## src/rtl/ddr_ctrl_burst_bridge.sv

```systemverilog
// Bridge from the single-master access interface to the DDR controller local (Avalon burst) port.
// Issues aligned multi-beat read/write bursts; a read watchdog recovers from lost read data.
module ddr_ctrl_burst_bridge #(
  parameter int unsigned ADDR_WIDTH     = 25,
  parameter int unsigned DATA_WIDTH     = 32,
  parameter int unsigned MAX_BURST_LOG2 = 4,
  parameter int unsigned TIMEOUT        = 1024
) (
  input  logic                                     local_clk_i,
  input  logic                                     local_reset_n_i,
  input  logic                                     acc_i,
  input  logic                                     we_i,
  input  logic [31:0]                              adr_i,
  input  logic [DATA_WIDTH-1:0]                    dat_i,
  input  logic [DATA_WIDTH/8-1:0]                  sel_i,
  input  logic [3:0]                               buf_width_i,
  output logic                                     ack_o,
  output logic [DATA_WIDTH-1:0]                    dat_o,
  output logic [31:0]                              adr_o,
  output logic                                     idle_o,
  output logic                                     rdy_o,
  output logic                                     err_o,
  output logic [ADDR_WIDTH-$clog2(DATA_WIDTH/8)-1:0] local_address_o,
  output logic                                     local_write_req_o,
  output logic                                     local_read_req_o,
  output logic                                     local_burstbegin_o,
  output logic [DATA_WIDTH-1:0]                    local_wdata_o,
  output logic [DATA_WIDTH/8-1:0]                  local_be_o,
  output logic [MAX_BURST_LOG2:0]                  local_size_o,
  input  logic [DATA_WIDTH-1:0]                    local_rdata_i,
  input  logic                                     local_rdata_valid_i,
  input  logic                                     local_ready_i
);

  localparam int unsigned Bw   = DATA_WIDTH / 8;
  localparam int unsigned Woff = $clog2(Bw);
  localparam int unsigned Aw   = ADDR_WIDTH - Woff;
  localparam int unsigned Sw   = MAX_BURST_LOG2 + 1;
  localparam int unsigned Btw  = (MAX_BURST_LOG2 > 0) ? MAX_BURST_LOG2 : 1;
  localparam int unsigned Wdw  = (TIMEOUT > 1) ? $clog2(TIMEOUT + 1) : 1;

  typedef enum logic [2:0] {
    StWaitReady,
    StIdle,
    StWrBeat,
    StWrFetch,
    StRdReq,
    StRdData
  } state_e;

  state_e              state_q;
  logic [Btw-1:0]      beat_q;
  logic [Wdw-1:0]      wd_q;
  logic [Aw-1:0]       address_q;
  logic [Sw-1:0]       size_q;
  logic                write_req_q, read_req_q, burstbegin_q, err_q;
  logic [DATA_WIDTH-1:0] wdata_q;
  logic [Bw-1:0]       be_q;

  logic [3:0]          eff_l;
  logic [Sw-1:0]       start_size;
  logic [Aw-1:0]       start_word;
  logic [Btw-1:0]      beat_mask;
  logic [Aw-1:0]       cur_word;
  logic                unused_adr;

  assign eff_l      = (buf_width_i > 4'(MAX_BURST_LOG2)) ? 4'(MAX_BURST_LOG2) : buf_width_i;
  assign start_size = Sw'(1) << eff_l;
  assign start_word = adr_i[ADDR_WIDTH-1:Woff] & ~(Aw'(start_size) - Aw'(1));
  assign beat_mask  = Btw'(size_q - Sw'(1));
  // Window start has its low L bits clear, so OR-ing the beat offset never carries.
  assign cur_word   = address_q | Aw'(beat_q & beat_mask);
  assign unused_adr = ^adr_i;

  always_ff @(posedge local_clk_i or negedge local_reset_n_i) begin
    if (!local_reset_n_i) begin
      state_q      <= StWaitReady;
      beat_q       <= '0;
      wd_q         <= '0;
      address_q    <= '0;
      size_q       <= Sw'(1);
      write_req_q  <= 1'b0;
      read_req_q   <= 1'b0;
      burstbegin_q <= 1'b0;
      err_q        <= 1'b0;
      wdata_q      <= '0;
      be_q         <= '0;
    end else begin
      err_q <= 1'b0;
      case (state_q)
        StWaitReady: if (local_ready_i) state_q <= StIdle;
        StIdle: begin
          if (acc_i && local_ready_i) begin
            address_q    <= start_word;
            size_q       <= start_size;
            beat_q       <= '0;
            burstbegin_q <= 1'b1;
            if (we_i) begin
              write_req_q <= 1'b1;
              wdata_q     <= dat_i;
              be_q        <= sel_i;
              state_q     <= StWrBeat;
            end else begin
              read_req_q <= 1'b1;
              state_q    <= StRdReq;
            end
          end
        end
        StWrBeat: begin
          if (local_ready_i) begin
            write_req_q  <= 1'b0;
            burstbegin_q <= 1'b0;
            if (beat_q == beat_mask) begin
              state_q <= StIdle;
            end else begin
              beat_q  <= beat_q + Btw'(1);
              state_q <= StWrFetch;
            end
          end
        end
        StWrFetch: begin
          // An abandoned burst is completed with byte-disabled padding beats.
          write_req_q <= 1'b1;
          wdata_q     <= dat_i;
          be_q        <= (acc_i && we_i) ? sel_i : '0;
          state_q     <= StWrBeat;
        end
        StRdReq: begin
          if (local_ready_i) begin
            read_req_q   <= 1'b0;
            burstbegin_q <= 1'b0;
            wd_q         <= '0;
            state_q      <= StRdData;
          end
        end
        StRdData: begin
          if (local_rdata_valid_i) begin
            wd_q   <= '0;
            beat_q <= beat_q + Btw'(1);
            if (beat_q == beat_mask) state_q <= StIdle;
          end else if (TIMEOUT != 0) begin
            if (wd_q == Wdw'(TIMEOUT - 1)) begin
              err_q   <= 1'b1;
              state_q <= StIdle;
            end else begin
              wd_q <= wd_q + Wdw'(1);
            end
          end
        end
        default: state_q <= StWaitReady;
      endcase
    end
  end

  always_comb begin
    ack_o = 1'b0;
    case (state_q)
      StWrBeat: ack_o = acc_i & we_i & local_ready_i;
      StRdData: ack_o = acc_i & local_rdata_valid_i;
      default:  ack_o = 1'b0;
    endcase
  end

  assign dat_o              = local_rdata_i;
  assign adr_o              = 32'(cur_word) << Woff;
  assign idle_o             = (state_q == StIdle);
  assign rdy_o              = local_ready_i;
  assign err_o              = err_q;
  assign local_address_o    = address_q;
  assign local_write_req_o  = write_req_q;
  assign local_read_req_o   = read_req_q;
  assign local_burstbegin_o = burstbegin_q;
  assign local_wdata_o      = wdata_q;
  assign local_be_o         = be_q;
  assign local_size_o       = size_q;

endmodule

```

## config.mk

```make
export PLATFORM = sky130hd
export DESIGN_NAME = ddr_ctrl_burst_bridge
export DESIGN_NICKNAME = d
export VERILOG_FILES = /design/src/rtl/ddr_ctrl_burst_bridge.sv
export SDC_FILE = /design/constraint.sdc
export NUM_CORES = 1
export LEC_CHECK = 0
export ABC_CLOCK_PERIOD_IN_PS = 5100
export CAP_MARGIN = 20
export CELL_PAD_IN_SITES_DETAIL_PLACEMENT = 0
export CELL_PAD_IN_SITES_GLOBAL_PLACEMENT = 1
export CORE_ASPECT_RATIO = 0.5
export CORE_MARGIN = 5
export CORE_UTILIZATION = 31
export CTS_BUF_LIST = sky130_fd_sc_hd__clkbuf_8
export DETAILED_ROUTE_END_ITERATION = 8
export DONT_BUFFER_PORTS = 1
export GPL_TIMING_DRIVEN = 0
export PLACE_DENSITY_LB_ADDON = 0.1
export SLEW_MARGIN = 10
export SYNTH_ARGS = -nofsm -noshare
export SYNTH_HDL_FRONTEND = slang
export SYNTH_SLANG_ARGS = --single-unit
```

## constraint.sdc

```tcl
create_clock -name local_clk_i -period 5.1 [get_ports local_clk_i]
set_input_delay 0 -clock local_clk_i [delete_from_list [all_inputs] [get_ports local_clk_i]]
set_output_delay 0 -clock local_clk_i [all_outputs]
set_load 0.005 [all_outputs]
```

==> results of run 1 <==
==> worst paths after layout <==
path,startpoint,endpoint,slack (ps),cells after the start
setup / recovery,local_size_o[0],beat_q[0],2310,8
hold / removal,we_i,local_be_o[1],10,4
setup reg to reg,local_size_o[0],beat_q[0],2310,8
hold reg to reg,local_size_o[0],local_size_o[0],510,2
max in group asynchronous,local_reset_n_i,local_size_o[0],4440,2
min in group asynchronous,local_reset_n_i,wd_q[4],230,2
==> critical path: cells and delay by family (launching register included) <==
kind	cells	cell delay, ps
AO/OA/AOI/OAI	1	390
adder cells (fa/ha/maj)	2	550
buffers and inverters	2	110
flip-flops	1	590
multiplexers	1	290
AND/OR/NAND/NOR	2	760
==> cell usage after synthesis, types with 2 or more instances <==
cell and number:
a21o_1 3, mux2_1 2, nor2_1 10, a21oi_1 10, clkbuf_1 5, o31ai_1 10, or2_2 5, and3_1 3
nand3_1 16, nand4_1 3, nor2b_1 3, a31oi_1 2, nand2_1 20, xor2_1 3, buf_4 66, or4_1 8
buf_2 5, o21ai_0 20, ha_1 8, dfrtp_1 85, nand2b_1 3, a21boi_0 2, mux2_2 50, inv_1 13
nor3_1 3
==> layer usage <==
metal  up-vias  share of wire [%]  GRT usage, %
met2       153                 50         24.53
li1       1472                  -             -
met3        12                9.5         5.107
met5         -                  0             0
met4         0               0.97         2.830
met1      1540                 39         16.12
==> state kept, by name (all words and copies together), names as in the netlist <==
name	cells
wd_q	11
local_wdata_o	32
local_size_o	5
local_write_req_o	1
local_address_o	23
local_burstbegin_o	1
beat_q	4
local_read_req_o	1
err_o	1
local_be_o	4
state_q	3
==> per-stage QoR <==
stage | hold WS (ps) | setup WS (ps)
finish | 14.69 | 2314
global route | 21.56 | 2146
CTS | 4.018 | 2292
detailed placement | -291.6 | 2317
global placement | -292.0 | 2341
floorplan | -295.6 | 2535
==> power by group through the flow <==
stage | Sequential (uW) | Clock, uW | Combinational [uW]
floorplan | 1150 | 0 | 772
global placement | 1250 | 0 | 894
detailed placement | 1260 | 0 | 911
CTS | 1240 | 509 | 992
global route | 1270 | 542 | 1090
finish | 1230 | 479 | 976
==> kinds of logic after synthesis <==
kind of cell / Yosys count
AND/OR/NAND/NOR: 86
other: 1
AO/OA/AOI/OAI: 56
flip-flops: 86
multiplexers: 54
buffers and inverters: 91
XOR/XNOR: 4
adder cells (fa/ha/maj): 8
==> final cells by class <==
cell class                      instances  share of cell area [%]
Tap cell                              192                   4.268
Buffer                                 77                   9.780
Multi-Input combinational cell        217                   29.25
Clock inverter                          7                   1.311
Sequential cell                        86                   38.25
Timing Repair Buffer                   77                   14.00
Inverter                               14                  0.9335
Clock buffer                            9                   2.200
==> results.sh, run 1 <==
export IMPL_p_per_area_mw_per_mm2=477.1
export IMPL_rsz0062_at_grt="false"
export IMPL_fin_util_pct=41.09
export IMPL_slew_headroom_pct=60.95
export IMPL_fin_cells=679
export IMPL_grt_use_total_pct=13.83
export IMPL_overflow=0
export IMPL_ys_ff_latch=86
export IMPL_synth_enable_flop_cells=0
export IMPL_synth_async_sr_flop_share_pct=100.0
export IMPL_die_area_mm2=0.01673
export IMPL_arrival_ps=3040
export IMPL_p_total_uw=2686
export IMPL_grt_pass1_vias=3427
export IMPL_cts_resized=0
export IMPL_n_fill_cell=1311
export IMPL_end_kind="flop"
export IMPL_layout_common_cells="dfrtp_1, dlygate4sd3_1, buf_4"
export IMPL_yosys_area_top_type="dfrtp_1"
export IMPL_numClockSinks=86
export IMPL_dpl_cell_area_mm2=0.004643
export IMPL_stdcell_area_mm2=0.005629
export IMPL_power_share_clock_pct=17.8
export IMPL_min_path_type="in2reg"
export IMPL_multi_input_area_mm2=0.001647
export IMPL_die_h_um=93.99
export IMPL_syn_inst=386
export IMPL_synth_compound_area_share_pct=8.155
export IMPL_internal_power_uw=1718
export IMPL_wire_per_inst_um=17.75
export IMPL_antenna_found_initial=0
export IMPL_synthXorXnorAreaFrac_pct=0.8011
export IMPL_hold_viol=0
export IMPL_fin_crit_ps=2786
export IMPL_fp_coreArea_mm2=0.01370
export IMPL_final_nets=600
export IMPL_syn_area_mm2=0.004373
export IMPL_hold_buffers=77
export IMPL_final_common_cell="dfrtp_1"
export IMPL_start_kind="flop"
export IMPL_switching_share_pct=36.05
export IMPL_ir_drop_mv=0.1508
export IMPL_post_route_period_util_pct=54.64
export IMPL_numPlacedInstances=586
export IMPL_die_w_um=178.0
export IMPL_num_vias=3177
export IMPL_synth_flop_cell="dfrtp_1"
export IMPL_syn_mean_instance_area_um2=11.33
export IMPL_path_cells="inv_1 > ha_1 > inv_1 > ha_1 > or4_4 > a221oi_2 > or2_4 > mux2_4"
export IMPL_cpPeakStageDelay_ps=590
export IMPL_clk_path_buf_depth=2
export IMPL_status="completed"
export IMPL_report_final_slew_viol_count=0
export IMPL_cts_setup_buffers=0
export IMPL_maxCapViolations=0
export IMPL_yosys_area_top_type_share_pct=48.64
export IMPL_ios=245
export IMPL_port_buffers=0
export IMPL_cts_buffers=9
export IMPL_hpwl_um=8717
export IMPL_combPwrFrac_pct=36.3
export IMPL_first_pass_iters=4
export IMPL_fp_row_count=30
export IMPL_p_leak_uw=0.002508
export IMPL_synth_simple_area_share_pct=11.67
export IMPL_tns_ps=0
export IMPL_drive_gt1_share_pct=31.83
export IMPL_clkLatencyLatePin_ps=370
export IMPL_path_class="reg2reg"
export IMPL_setup_viol=0
export IMPL_grt_pass1_wl_um=18200
export IMPL_fmax_mhz=358.9
export IMPL_routed_wl_um=12050
export IMPL_pwr_share_seq_pct=45.8
export IMPL_drtAntennaViolNets=0
export IMPL_worst_clock_skew_ps=17.21
export IMPL_n_antenna_cell=0
export IMPL_root_buffer="clkbuf_8"
export IMPL_h_tree_depth=3
export IMPL_synth_adder_area_share_pct=2.289
export IMPL_crit_slowest_cell="dfstp_2"
export IMPL_routabilityCongestion=0.7585
export IMPL_tightest_slew_ps=583.7
export IMPL_cts_tree="done"
export IMPL_yosys_top_cells_area="dfrtp_1, mux2_2, buf_4, ha_1, o21ai_0"
export IMPL_required_ps=5350
export IMPL_worstPathMaxFanout=5
export IMPL_drtIter0Drc=161
export IMPL_initial_utilization_pct=31.92
export IMPL_area_delta_synth_final_pct=28.73
export IMPL_synth_top_family_by_area="multiplexers"
export IMPL_grt_max_degree=87
export IMPL_register_area_mm2=0.002153
export IMPL_synth_mux_area_fraction_pct=13.96
export IMPL_switching_power_uw=968.4
export IMPL_clk_pin_slew_ps=100
export IMPL_synth_seq_area_share_pct=49.24
export IMPL_yosysUniqueCellTypes=53
export IMPL_drc=0
export IMPL_drt_vias_per_instance=4.679
export IMPL_ys_warn_count=0
Power figures use the tool's default switching activity.
==> run 2: changes to the inputs <==
--- a/config.mk
+++ b/config.mk
@@ -5,7 +5,7 @@
 export SDC_FILE = /design/constraint.sdc
 export NUM_CORES = 1
 export LEC_CHECK = 0
-export ABC_CLOCK_PERIOD_IN_PS = 5100
+export ABC_CLOCK_PERIOD_IN_PS = 2600
 export CAP_MARGIN = 20
 export CELL_PAD_IN_SITES_DETAIL_PLACEMENT = 0
 export CELL_PAD_IN_SITES_GLOBAL_PLACEMENT = 1
==> constraint.sdc (replaced) <==
create_clock -name local_clk_i -period 2.6 [get_ports local_clk_i]
set_input_delay 0 -clock local_clk_i [delete_from_list [all_inputs] [get_ports local_clk_i]]
set_output_delay 0 -clock local_clk_i [all_outputs]
set_load 0.005 [all_outputs]
==> results.sh, run 2 (synthesis gave the netlist of run 1 again) <==
export IMPL_post_route_period_util_pct=98.97
export IMPL_hold_viol=0
export IMPL_report_final_slew_viol_count=0
export IMPL_path_buf_inv=2
export IMPL_grt_use_total_pct=13.91
export IMPL_clkLatencyLatePin_ps=370
export IMPL_cts_tree="done"
export IMPL_routabilityCongestion=0.7585
export IMPL_routed_wl_um=12150
export IMPL_grt_max_degree=87
export IMPL_slew_headroom_pct=51.37
export IMPL_fin_crit_ps=2573
export IMPL_area_delta_synth_final_pct=30.13
export IMPL_port_buffers=0
export IMPL_drc=0
export IMPL_antenna_found_initial=0
export IMPL_start_kind="flop"
export IMPL_cts_buffers=9
export IMPL_drtIter0Drc=147
export IMPL_p_leak_uw=0.002524
export IMPL_final_common_cell="dfrtp_1"
export IMPL_root_buffer="clkbuf_8"
export IMPL_ios=245
export IMPL_path_class="reg2reg"
export IMPL_min_path_type="in2reg"
export IMPL_initial_utilization_pct=31.92
export IMPL_tns_ps=0
export IMPL_tightest_slew_ps=727.9
export IMPL_fp_coreArea_mm2=0.01370
export IMPL_status="completed"
export IMPL_p_per_area_mw_per_mm2=942.8
export IMPL_rsz0062_at_grt="true"
export IMPL_die_w_um=178.0
export IMPL_fmax_mhz=388.6
export IMPL_worstPathMaxFanout=4
export IMPL_die_area_mm2=0.01673
export IMPL_hold_ws_ps=13.60
export IMPL_num_vias=3200
export IMPL_clk_pin_slew_ps=100
export IMPL_clk_path_buf_depth=2
export IMPL_setup_viol=0
export IMPL_grt_pass1_vias=3453
export IMPL_layout_common_cells="dfrtp_1, dlygate4sd3_1, buf_4"
export IMPL_h_tree_depth=3
export IMPL_end_kind="flop"
export IMPL_cpPeakStageDelay_ps=600
export IMPL_path_delay_family="simple AND/OR/NAND/NOR gates"
export IMPL_path_cells="inv_2 > ha_4 > inv_2 > ha_4 > or4_4 > a221oi_4 > or2_4 > mux2_4"
export IMPL_wire_per_inst_um=17.82
export IMPL_drt_vias_per_instance=4.692
export IMPL_ir_drop_mv=0.2966
export IMPL_overflow=0
export IMPL_arrival_ps=2820
export IMPL_drtAntennaViolNets=0
export IMPL_grt_pass1_wl_um=18310
export IMPL_fp_row_count=30
export IMPL_n_antenna_cell=0
export IMPL_drive_gt1_share_pct=33.47
export IMPL_hpwl_um=8717
export IMPL_crit_slowest_cell="dfstp_2"
export IMPL_first_pass_iters=4
export IMPL_final_nets=603
export IMPL_maxCapViolations=0
export IMPL_worst_clock_skew_ps=17.95
export IMPL_required_ps=2850
export IMPL_numClockSinks=86
export IMPL_largest_register_ffs=32
export IMPL_die_h_um=93.99
## run 2: cell count changes in the layout (fill, tap and decap cells not counted), sizes merged
cell         delta
buf             +4
dlygate4sd3     -1
## run 2: cell type report
| type | instances | area [um2] |
|---|---|---|
| multi-input combinational | 217 | 1688 |
| inverter | 14 | 52.55 |
| buffer | 77 | 550.5 |
| tap | 192 | 240.2 |
| sequential | 86 | 2153 |
| fill | 1304 | 8010 |
| clock inverter | 7 | 73.82 |
| clock buffer | 9 | 123.9 |
| timing repair buffer | 80 | 808.3 |
## run 2: path summary, 6_finish.rpt
kind	from	endpoint	slack (ps)	cells after the start
worst max-delay path	local_size_o[0]	beat_q[0]	30	8
worst min-delay path	we_i	local_be_o[1]	10	4
worst max register to register	local_size_o[0]	beat_q[0]	30	8
worst min register to register	local_write_req_o	local_write_req_o	520	1
max in group asynchronous	local_reset_n_i	local_size_o[0]	1940	2
min in group asynchronous	local_reset_n_i	wd_q[3]	240	2
## run 2: worst reg2reg max path, cell delays in order, from the launching register on
cell and delay [ps]:
dfstp_2 600, inv_2 70, ha_4 260, inv_2 40, ha_4 220, or4_4 540
a221oi_4 270, or2_4 180, mux2_4 290
## run 2: layer usage
layer / vias up / part of all wire [%] / GRT usage, % / routed length, um
met1: 1557 / 39 / 16.17 / 4769
met4: 0 / 1.1 / 2.830 / 130
met5: - / 0 / 0 / 0
met3: 15 / 9.2 / 5.107 / 1121
li1: 1479 / - / - / -
met2: 149 / 50 / 24.79 / 6130
## run 2: what timing repair did
item	CTS	global route
setup buffers	4	0
endpoints found under the hold margin	152	0
pin swaps	5	6
resized for setup	4	4
setup endpoints to repair	3	5
cloned	0	0
hold buffers	76	0
## run 2: report_power, final
group	leakage, uW	switching [uW]	internal [uW]
logic	0.00136	845	1160
registers	0.00106	528	1890
clock network	0.000101	562	379
## run 2: metrics by stage
| step | power [uW] | instances | setup slack, ps | utilization, % | area (um2) |
|---|---|---|---|---|---|
| finish | 5365 | 682 | 26.76 | 41.53 | 5690 |
| global route | 5785 | 682 | -74.90 | 41.53 | 5690 |
| CTS | 5449 | 682 | -67.15 | 41.41 | 5673 |
| detailed placement | 4256 | 586 | -183.1 | 33.89 | 4643 |
| global placement | 4212 | 586 | -158.6 | 33.89 | 4643 |
| floorplan | 3774 | 394 | 34.86 | - | 4403 |
